--- config.mk ---
export PLATFORM = sky130hd
export DESIGN_NAME = shift_arbiter_flat
export DESIGN_NICKNAME = d
export VERILOG_FILES = /design/src/rtl/shift_arbiter_if.sv /design/src/rtl/shift_arbiter.sv /design/src/flat_wrapper.sv
export SDC_FILE = /design/constraint.sdc
export NUM_CORES = 1
export LEC_CHECK = 0
export BUFFER_PORTS_ARGS = -buffer_cell sky130_fd_sc_hd__buf_2
export CAP_MARGIN = 10
export CELL_PAD_IN_SITES_DETAIL_PLACEMENT = 0
export CELL_PAD_IN_SITES_GLOBAL_PLACEMENT = 1
export CORE_MARGIN = 4
export CORE_UTILIZATION = 44
export DETAILED_ROUTE_END_ITERATION = 8
export PLACE_DENSITY = 0.84
export SYNTH_ARGS = -nofsm -noshare
export SYNTH_HDL_FRONTEND = slang
export SYNTH_SLANG_ARGS = --single-unit
export TNS_END_PERCENT = 30
--- constraint.sdc ---
create_clock -name clk -period 3.27 [get_ports clk]
set_clock_uncertainty 0.15 [all_clocks]
set_input_delay 0.327 -clock clk [delete_from_list [all_inputs] [get_ports clk]]
set_output_delay 0.327 -clock clk [all_outputs]
set_load 0.005 [all_outputs]
--- src/rtl/shift_arbiter_if.sv ---
// Request/grant/result bundle between the two shifter requesters, the
// result consumer and the shared shifter arbiter.
interface shift_arbiter_if;
  logic        req0;
  logic [31:0] d0;
  logic [31:0] s0;
  logic        lnr0;
  logic        req1;
  logic [31:0] d1;
  logic [31:0] s1;
  logic        lnr1;
  logic        take;
  logic        gnt0;
  logic        gnt1;
  logic [31:0] y;
  logic        valid;
  logic        owner;

  // Requesters and consumer side.
  modport master (
    output req0, d0, s0, lnr0, req1, d1, s1, lnr1, take,
    input  gnt0, gnt1, y, valid, owner
  );

  // Arbiter side.
  modport slave (
    input  req0, d0, s0, lnr0, req1, d1, s1, lnr1, take,
    output gnt0, gnt1, y, valid, owner
  );
endinterface

--- src/rtl/shift_arbiter.sv ---
// Two-requester arbiter in front of one 32-bit logical barrel shifter.
// The winner's operands are registered; the shifter runs off the registers
// and the result is held until the consumer takes it.
module shift_arbiter #(
  parameter bit FIXED_PRIORITY = 1'b0
) (
  input  logic           clk,
  input  logic           rst,
  shift_arbiter_if.slave bus
);

  typedef enum logic {StIdle, StFull} state_t;

  state_t      state_q;
  logic [31:0] d_q;
  logic [31:0] s_q;
  logic        lnr_q;
  logic        owner_q;
  logic        last_q;

  logic        open;
  logic        gnt0;
  logic        gnt1;
  logic [31:0] y;

  // Grant window and arbitration; grants are suppressed while in reset.
  always_comb begin
    open = (state_q == StIdle) || bus.take;
    gnt0 = 1'b0;
    gnt1 = 1'b0;
    if (!rst && open) begin
      if (bus.req0 && bus.req1) begin
        // Round-robin favours the requester that did not win last time.
        if (FIXED_PRIORITY || last_q) gnt0 = 1'b1;
        else                          gnt1 = 1'b1;
      end else if (bus.req0) begin
        gnt0 = 1'b1;
      end else if (bus.req1) begin
        gnt1 = 1'b1;
      end
    end
  end

  // Operand capture and IDLE/FULL result-buffer state.
  always_ff @(posedge clk) begin
    if (rst) begin
      state_q <= StIdle;
      d_q     <= '0;
      s_q     <= '0;
      lnr_q   <= 1'b0;
      owner_q <= 1'b0;
      last_q  <= 1'b1;
    end else if (gnt0 || gnt1) begin
      state_q <= StFull;
      d_q     <= gnt1 ? bus.d1 : bus.d0;
      s_q     <= gnt1 ? bus.s1 : bus.s0;
      lnr_q   <= gnt1 ? bus.lnr1 : bus.lnr0;
      owner_q <= gnt1;
      last_q  <= gnt1;
    end else if (state_q == StFull && bus.take) begin
      state_q <= StIdle;
    end
  end

  // Logical shift; any amount of 32 or more flushes every bit out.
  always_comb begin
    if (|s_q[31:5]) y = '0;
    else if (lnr_q) y = d_q << s_q[4:0];
    else            y = d_q >> s_q[4:0];
  end

  assign bus.gnt0  = gnt0;
  assign bus.gnt1  = gnt1;
  assign bus.y     = y;
  assign bus.valid = (state_q == StFull);
  assign bus.owner = owner_q;

endmodule

--- src/flat_wrapper.sv ---
// flat-port wrapper written by rule: the top's interface ports become plain ports
module shift_arbiter_flat 
#(
  parameter bit FIXED_PRIORITY = 1'b0
)
  (clk, rst, bus_req0, bus_d0, bus_s0, bus_lnr0, bus_req1, bus_d1, bus_s1, bus_lnr1, bus_take, bus_gnt0, bus_gnt1, bus_y, bus_valid, bus_owner);
  shift_arbiter_if bus_i ();
  input  logic clk;
  input  logic rst;
  input wire logic [$bits(bus_i.req0)-1:0] bus_req0;
  input wire logic [$bits(bus_i.d0)-1:0] bus_d0;
  input wire logic [$bits(bus_i.s0)-1:0] bus_s0;
  input wire logic [$bits(bus_i.lnr0)-1:0] bus_lnr0;
  input wire logic [$bits(bus_i.req1)-1:0] bus_req1;
  input wire logic [$bits(bus_i.d1)-1:0] bus_d1;
  input wire logic [$bits(bus_i.s1)-1:0] bus_s1;
  input wire logic [$bits(bus_i.lnr1)-1:0] bus_lnr1;
  input wire logic [$bits(bus_i.take)-1:0] bus_take;
  output wire logic [$bits(bus_i.gnt0)-1:0] bus_gnt0;
  output wire logic [$bits(bus_i.gnt1)-1:0] bus_gnt1;
  output wire logic [$bits(bus_i.y)-1:0] bus_y;
  output wire logic [$bits(bus_i.valid)-1:0] bus_valid;
  output wire logic [$bits(bus_i.owner)-1:0] bus_owner;
  assign bus_i.req0 = bus_req0;
  assign bus_i.d0 = bus_d0;
  assign bus_i.s0 = bus_s0;
  assign bus_i.lnr0 = bus_lnr0;
  assign bus_i.req1 = bus_req1;
  assign bus_i.d1 = bus_d1;
  assign bus_i.s1 = bus_s1;
  assign bus_i.lnr1 = bus_lnr1;
  assign bus_i.take = bus_take;
  assign bus_gnt0 = bus_i.gnt0;
  assign bus_gnt1 = bus_i.gnt1;
  assign bus_y = bus_i.y;
  assign bus_valid = bus_i.valid;
  assign bus_owner = bus_i.owner;
  shift_arbiter #(.FIXED_PRIORITY(FIXED_PRIORITY)) u_core (.clk(clk), .rst(rst), .bus(bus_i));
endmodule
# Word-level counts from Yosys, hierarchy flattened
# Cells that the tools add are included.
[classes]
shifts = 2
muxes = 16
bitwise_logic = 1
n_reduce_logical = 8
[op_table]
columns = ["op", "count"]
rows = [
  ["two-way mux 32 bit", 4],
  ["<< shifter 32 x 5 -> 32 bit", 1],
  [">> shifter 32 x 5 -> 32 bit", 1],
  ["OR reduction 27 bit", 1],
  ["two-way mux 1 bit", 12],
  ["logical AND 1 bit", 3],
  ["logical OR 1 bit", 2],
  ["nonzero test 2 bit", 1],
  ["zero test 1 bit", 1],
  ["inverter 1 bit", 1],
]
[totals]
regBits = 68
elab_cells = 33

# Logic depth before layout (Yosys ltp)
# Gate-level depths: netlist of run 1.
[depth]
depth_word = 6
depth_mapped = 9
depth_no_buf = 5

# Least setup slack after synthesis of run 1
# No wires, ideal clock.
[synth_path]
kind = "flip-flop to output port"
from = "reg u_core.s_q[1]"
to = "out bus_y[18]"
arrival_ns = 1.898
setup_slack_ns = 0.895
path_stages_with_launch = 7
n_path_buf = 1
path_cell_list = "dfxtp_1 -> buf_4 -> mux4_2 -> a222oi_1 -> inv_1 -> a221oi_2 -> a21oi_1"
[synth_between]
elab_chain_len = 3
[synth_lines]
columns = ["item", "line_no", "source"]
rows = [
  ["start, declared", "shift_arbiter.sv:16", "logic [31:0] s_q;"],
  ["start signal, assigned", "shift_arbiter.sv:56", "s_q <= gnt1 ? bus.s1 : bus.s0;"],
  [">> shifter 32 x 5 -> 32 bit or << shifter 32 x 5 -> 32 bit (tied branches)", "shift_arbiter.sv:69, shift_arbiter.sv:68", ""],
  ["two-way mux 32 bit *", "shift_arbiter.sv:68", "else if (lnr_q) y = d_q << s_q[4:0];"],
  ["two-way mux 32 bit *", "shift_arbiter.sv:67", "if (|s_q[31:5]) y = '0;"],
  ["end, declared", "flat_wrapper.sv:21", "output wire logic [$bits(bus_i.y)-1:0] bus_y;"],
]
# Every way passes the cells marked *; elsewhere a longest branch is shown, timed or not.

# Final worst setup path of run 1
[layout_path]
from = "reg u_core.s_q[1]"
to = "out bus_y[12]"
# Same word-level chain as after synthesis.

==> results of run 1 <==
==> metrics by stage <==
step | hold slack, ns | utilization, % | std cells | cell area (sq um) | setup TNS, ns
CTS | 0.108 | 54.1 | 1202 | 8650 | 0
floorplan | 0.316 | - | 852 | 7240 | 0
global placement | 0.314 | 51.8 | 1185 | 8290 | 0
detailed placement | 0.353 | 51.8 | 1185 | 8290 | 0
finish | 0.121 | 54.1 | 1202 | 8660 | 0
global route | 0.124 | 54.1 | 1202 | 8660 | -0.0201
==> worst max-delay path: stages, from the launching register on <==
cell and delay [ns]:
dfxtp_4 0.57, mux4_2 0.57, a222oi_1 0.60, nor3_1 0.09
o41a_1 0.45, buf_2 0.14
==> registers in the layout, indices dropped and copies added (netlist names) <==
register	flops
u_core.last_q	1
u_core.s_q	32
u_core.bus.owner	1
u_core.bus.valid	1
u_core.lnr_q	1
u_core.d_q	32
==> area by class of cell <==
class,instances,share of cell area [%]
multi-input cells,676,61.8
flip-flops and latches,68,15.8
repair buffers,219,14.9
well taps,216,3.12
clock buffers,11,2.80
clock inverters,5,1.23
inverters,7,0.303
==> cell usage in the layout (no fill, tap or decap), types with 26 or more instances in the layout <==
| master | instances |
|---|---|
| a211oi_1 | 70 |
| buf_2 | 170 |
| buf_4 | 42 |
| dfxtp_1 | 65 |
| mux2_2 | 41 |
| mux2i_1 | 108 |
| mux4_2 | 44 |
| nand2_1 | 60 |
| nor2_1 | 109 |
| o21ai_0 | 26 |
==> logic make-up after synthesis <==
group / after synthesis / share of synthesized area, %
simple gates: 266 / 16.7
compound gates: 212 / 20.6
mux: 198 / 36.4
buf+inv: 108 / 7.47
flops: 68 / 18.8
==> report_power, final <==
part	internal, W	switching (W)
clock	0.000769	0.000372
sequential	0.000901	0.000136
combinational	0.000574	0.000696
==> routing by layer <==
metal | up-vias | GRT usage, % | wire (um)
met5 | - | 0 | 21
met3 | 58 | 7.22 | 3060
met2 | 458 | 41.9 | 11700
li1 | 3512 | - | -
met4 | 4 | 10.4 | 884
met1 | 3612 | 41.8 | 11500
==> how the worst min path moves through the flow <==
stage	endpoint	from	slack, ns
finish	u_core.s_q[2]$_SDFFE_PP0P_	rst	0.12
CTS	u_core.s_q[20]$_SDFFE_PP0P_	bus_s1[20]	0.11
detailed placement	u_core.bus.owner$_SDFFE_PP0P_	u_core.bus.owner$_SDFFE_PP0P_	0.35
global route	u_core.s_q[17]$_SDFFE_PP0P_	bus_s1[17]	0.12
floorplan	u_core.bus.owner$_SDFFE_PP0P_	u_core.bus.owner$_SDFFE_PP0P_	0.32
global placement	u_core.bus.owner$_SDFFE_PP0P_	u_core.bus.owner$_SDFFE_PP0P_	0.31
==> timing repair <==
action / in CTS / in global routing
gates cloned: 0 / 0
resized for setup: 0 / 3
buffers inserted: 1 / 0
endpoints found under the setup margin: 10 / 15
pin swaps: 0 / 2
==> flow_metrics.env, run 1 <==
export IMPL_synth_common_cells="mux2i_1, nor2_1, a211oi_1"
export IMPL_holdBufCountCts=0
export IMPL_final_max_slew_viol_count=0
export IMPL_hold_viol_final=0
export IMPL_synth_enable_flop_cells=0
export IMPL_r2r_start="u_core.bus.valid$_SDFFE_PP0P_"
export IMPL_hold_path_depth=2
export IMPL_drc=0
export IMPL_diodes=0
export IMPL_dr_pass1_iters=5
export IMPL_gp_congestion=1.01
export IMPL_start_util_pct=45.2
export IMPL_ant_nets=0
export IMPL_fillers=1565
export IMPL_rr_worst_depth=6
export IMPL_io_buffers=170
export IMPL_status="finished clean"
export IMPL_crit_path_end_kind="output port"
export IMPL_core_area_sq_mm=0.0160
export IMPL_crit_path_end="bus_y[12]"
export IMPL_wl_per_cell_um=22.6
export IMPL_grt_max_degree=72
export IMPL_ys_flop_type="dfxtp_1"
export IMPL_setup_viol=0
export IMPL_period_share_pct=99.0
export IMPL_start_kind="register"
export IMPL_vias_per_cell=6.36
export IMPL_place_ws_ns=0.308
export IMPL_cts_max_level=3
export IMPL_arrival_ns=2.76
export IMPL_yosysWarnings=0
export IMPL_rsz0062_at_grt="true"
export IMPL_p_leak_nw=3.38
export IMPL_syn_avg_cell_area_sq_um=8.49
export IMPL_r2r_end="u_core.s_q[21]$_SDFFE_PP0P_"
export IMPL_netlist_area_leader_share_pct=18.8
export IMPL_synth_ff_latch_count=68
export IMPL_grt_util_all_layers_pct=29.0
export IMPL_multi_input_area_sq_mm=0.00535
export IMPL_root_buffer="clkbuf_16"
export IMPL_final_seq_area_sq_mm=0.00137
export IMPL_routed_wl_mm=27.2
export IMPL_overflow=0
export IMPL_finalPower_w=0.00345
export IMPL_worst_pin_slew_ns=0.779
export IMPL_die_area_sq_mm=0.0186
export IMPL_grt_pass1_vias=7197
export IMPL_drive_above_1_share_pct=34.4
export IMPL_clk_pin_slew_ns=0.06
export IMPL_synth_seq_area_share_pct=18.8
export IMPL_areaGrowthSynthToFinish_pct=19.7
export IMPL_fin_nets=1116
export IMPL_grt_pass1_wl_mm=42.1
export IMPL_cts_tree="built"
export IMPL_die_h_um=136
export IMPL_drtIter0Drc=702
export IMPL_ios=171
export IMPL_crit_required_ns=2.79
export IMPL_ir_drop_v=0.000234
export IMPL_synthCells=852
export IMPL_hpwlAfterDp_mm=20.6
export IMPL_clk_path_buf_depth=2
export IMPL_synthDistinctLibCells=61
export IMPL_hold_class="in -> reg"
export IMPL_rows=46
export IMPL_async_flop_share_pct=0
export IMPL_antenna_found_initial=2
export IMPL_power_density_mw_per_mm2=398
export IMPL_die_w_um=136
export IMPL_synthesis_area_sq_mm=0.00724
export IMPL_reg2reg_slack_ns=1.24
export IMPL_maxSlewHeadroom_pct=47.7
export IMPL_cp_max_fo=18
export IMPL_syn_nets=987
export IMPL_maxClockFrequency_ghz=0.309
export IMPL_period_minus_slack_ns=3.24
export IMPL_crit_start="u_core.s_q[1]$_SDFFE_PP0P_"
export IMPL_critical_path_class="reg -> out"
export IMPL_synthTopCellsByArea="dfxtp_1, mux2i_1, mux4_2"
export IMPL_vias=7644
export IMPL_worstSkewPairLatency_ns=0.33
export IMPL_cts_buffers_inserted=9
export IMPL_cap_viol_max_count=0
export IMPL_synth_top_area_cell="dfxtp_1"
export IMPL_clock_sinks=68
export IMPL_layout_setup_ws_ns=0.0334
(Power assumes the default switching activity.)
==> inputs of run 2 (changes only) <==
--- a/config.mk
+++ b/config.mk
@@ -10,9 +10,9 @@
 export CELL_PAD_IN_SITES_DETAIL_PLACEMENT = 0
 export CELL_PAD_IN_SITES_GLOBAL_PLACEMENT = 1
 export CORE_MARGIN = 4
-export CORE_UTILIZATION = 44
+export CORE_UTILIZATION = 37
 export DETAILED_ROUTE_END_ITERATION = 8
-export PLACE_DENSITY = 0.84
+export PLACE_DENSITY = 0.75
 export SYNTH_ARGS = -nofsm -noshare
 export SYNTH_HDL_FRONTEND = slang
 export SYNTH_SLANG_ARGS = --single-unit
==> constraint.sdc (replaced) <==
create_clock -name clk -period 2.9 [get_ports clk]
set_clock_uncertainty 0.15 [all_clocks]
set_input_delay 0.29 -clock clk [delete_from_list [all_inputs] [get_ports clk]]
set_output_delay 0.29 -clock clk [all_outputs]
set_load 0.005 [all_outputs]
==> run 2 against run 1 <==
Critical path type unchanged. Via count increased by 2.1%. Critical path depth increased by 2. First-iteration DRC count grew 12%. Sequential cell count is the same. Register-to-register slack worse by 0.24 ns. The run now ends with setup timing left. Wire length increased by 9.2%. Cell area rose by 8.4%. Power up 15%. Hold slack worse by 0.057 ns. Final cell count increased by 7.7%.
==> flow_metrics.env, run 2 (same netlist as run 1, synthesis figures left out) <==
export IMPL_status="finished with violations"
export IMPL_violations="setup timing"
export IMPL_critical_path_class="reg -> out"
export IMPL_period_minus_slack_ns=2.99
export IMPL_vias_per_cell=6.02
export IMPL_die_h_um=148
export IMPL_ios=171
export IMPL_final_common_cell="buf_2"
export IMPL_slowest_delay_ns=0.55
export IMPL_drtIter0Drc=789
export IMPL_multi_input_area_sq_mm=0.00552
export IMPL_worst_pin_slew_ns=0.723
export IMPL_cp_num_buf_inv=3
export IMPL_hold_viol_final=0
export IMPL_crit_path_end="bus_y[12]"
export IMPL_die_area_sq_mm=0.0219
export IMPL_setup_tns_ns=-0.478
export IMPL_cap_viol_max_count=0
export IMPL_dr_pass1_iters=8
export IMPL_path_cells="buf_12, mux4_2, a222oi_1, buf_4, nor3_1, o41a_1, buf_2"
export IMPL_grt_pass1_wl_mm=44.9
export IMPL_clk_path_buf_depth=2
export IMPL_r2r_end="u_core.d_q[5]$_SDFFE_PP0P_"
export IMPL_cts_tree="built"
export IMPL_seqPwrFrac_pct=29.5
export IMPL_cp_num_cells=7
export IMPL_drive_above_1_share_pct=40.6
export IMPL_drc=0
export IMPL_power_density_mw_per_mm2=421
export IMPL_crit_path_top_delay_cell="mux4_2"
export IMPL_crit_path_end_kind="output port"
export IMPL_clockPowerShare_pct=28.0
export IMPL_r2r_start="u_core.bus.valid$_SDFFE_PP0P_"
export IMPL_antenna_found_initial=3
export IMPL_rows=50
export IMPL_postPlaceCellArea_sq_mm=0.00866
export IMPL_period_share_pct=103
export IMPL_reg2reg_slack_ns=1.00
export IMPL_fin_area_sq_mm=0.00939
export IMPL_maxSlewHeadroom_pct=51.8
export IMPL_start_util_pct=38.2
export IMPL_hpwlAfterDp_mm=22.7
export IMPL_fin_nets=1165
export IMPL_hold_class="in -> reg"
export IMPL_p_leak_nw=3.68
export IMPL_routed_wl_mm=29.7
export IMPL_p_sw_share_pct=37.1
export IMPL_areaGrowthSynthToFinish_pct=29.7
export IMPL_root_buffer="clkbuf_16"
export IMPL_core_area_sq_mm=0.0190
export IMPL_final_cell_mix="buf_2, nor2_1, mux2i_1"
export IMPL_gp_congestion=0.993
export IMPL_start_kind="register"
export IMPL_rsz0062_at_grt="true"
export IMPL_rr_worst_depth=6
export IMPL_final_seq_area_sq_mm=0.00138
export IMPL_switching_power_w=0.00147
export IMPL_reg_top3="u_core.d_q: 32 flops, u_core.s_q: 32 flops"
export IMPL_grt_max_degree=68
export IMPL_vias=7802
export IMPL_fillers=1860
export IMPL_clock_sinks=68
export IMPL_maxClockFrequency_ghz=0.334
export IMPL_diodes=0
export IMPL_critical_path_top_delay_family="compound AO/OA/AOI/OAI gates"
export IMPL_hold_path_startpoint="rst"
export IMPL_wl_per_cell_um=22.9
export IMPL_io_buffers=170
export IMPL_cts_buffers_inserted=9
export IMPL_layout_setup_ws_ns=-0.0935
export IMPL_ant_nets=0
export IMPL_worstSkewPairLatency_ns=0.33
export IMPL_die_w_um=148
export IMPL_overflow=0
export IMPL_crit_start="u_core.s_q[1]$_SDFFE_PP0P_"
export IMPL_cp_max_fo=4
export IMPL_setup_viol=9
export IMPL_crit_required_ns=2.46
export IMPL_ir_drop_v=0.000291
export IMPL_arrival_ns=2.55
export IMPL_clk_pin_slew_ns=0.06
export IMPL_grt_pass1_vias=7567
export IMPL_final_max_slew_viol_count=0
export IMPL_power_frac_comb_pct=42.5
export IMPL_cts_max_level=3
export IMPL_power_internal_w=0.00249
export IMPL_grt_util_all_layers_pct=26.1
run 2: cell types whose count changed in the layout (fill, tap and decap cells not counted), sizes merged:
cell	change
bufinv	-2
inv	+2
buf	+45
clkinv	+1
bufbuf	+2
clkinvlp	+1
run 2: worst min-delay path by stage:
stage,cells after the start,end,slack [ns]
floorplan,2,u_core.bus.valid$_SDFFE_PP0P_,0.31
global placement,2,u_core.bus.owner$_SDFFE_PP0P_,0.31
detailed placement,2,u_core.bus.owner$_SDFFE_PP0P_,0.32
CTS,2,u_core.last_q$_SDFFE_PP1P_,0.05
global route,2,u_core.last_q$_SDFFE_PP1P_,0.08
finish,2,u_core.last_q$_SDFFE_PP1P_,0.06
run 2: final cells by class:
type | count | share of cell area (%)
multi-input cells | 676 | 58.8
repair buffers | 268 | 19.6
flip-flops and latches | 68 | 14.7
well taps | 260 | 3.47
clock buffers | 9 | 2.40
clock inverters | 7 | 0.786
inverters | 7 | 0.280
run 2: power by group through the flow:
| stage | combinational [W] | sequential, W | clock (W) |
|---|---|---|---|
| 2_1_floorplan | 0.00101 | 0.00108 | 0 |
| 5_1_grt | 0.00178 | 0.00117 | 0.00117 |
| 4_1_cts | 0.00159 | 0.00115 | 0.00114 |
| 3_3_place_gp | 0.00151 | 0.00119 | 0 |
| 3_5_place_dp | 0.00151 | 0.00119 | 0 |
| 6_report | 0.00168 | 0.00117 | 0.00111 |
run 2: per-stage QoR:
stage | instances | total power (W) | util (%) | hold WS, ns | worst slack (ns)
floorplan | 852 | 0.00209 | - | 0.307 | 0.562
global placement | 1267 | 0.00270 | 45.7 | 0.313 | 0.105
detailed placement | 1267 | 0.00269 | 45.7 | 0.317 | 0.0864
CTS | 1292 | 0.00389 | 48.5 | 0.0533 | -0.0700
global route | 1295 | 0.00413 | 49.5 | 0.0779 | -0.184
finish | 1295 | 0.00395 | 49.5 | 0.0645 | -0.0935
run 2: per-layer routing:
metal	vias to the layer above	GRT usage, %	part of all wire [%]	wire (um)
met5	-	0	0.13	40
met4	6	9.75	3.9	1150
met3	76	6.53	10	3000
met2	444	39.1	43	12800
met1	3664	36.3	43	12700
li1	3612	-	-	-
run 2: what timing repair did:
item	4_1_cts	5_1_grt
pin swaps	9	14
hold buffers	0	0
gates resized for setup	24	36
setup buffers	7	1
gates cloned	2	2
setup endpoints to repair	30	29
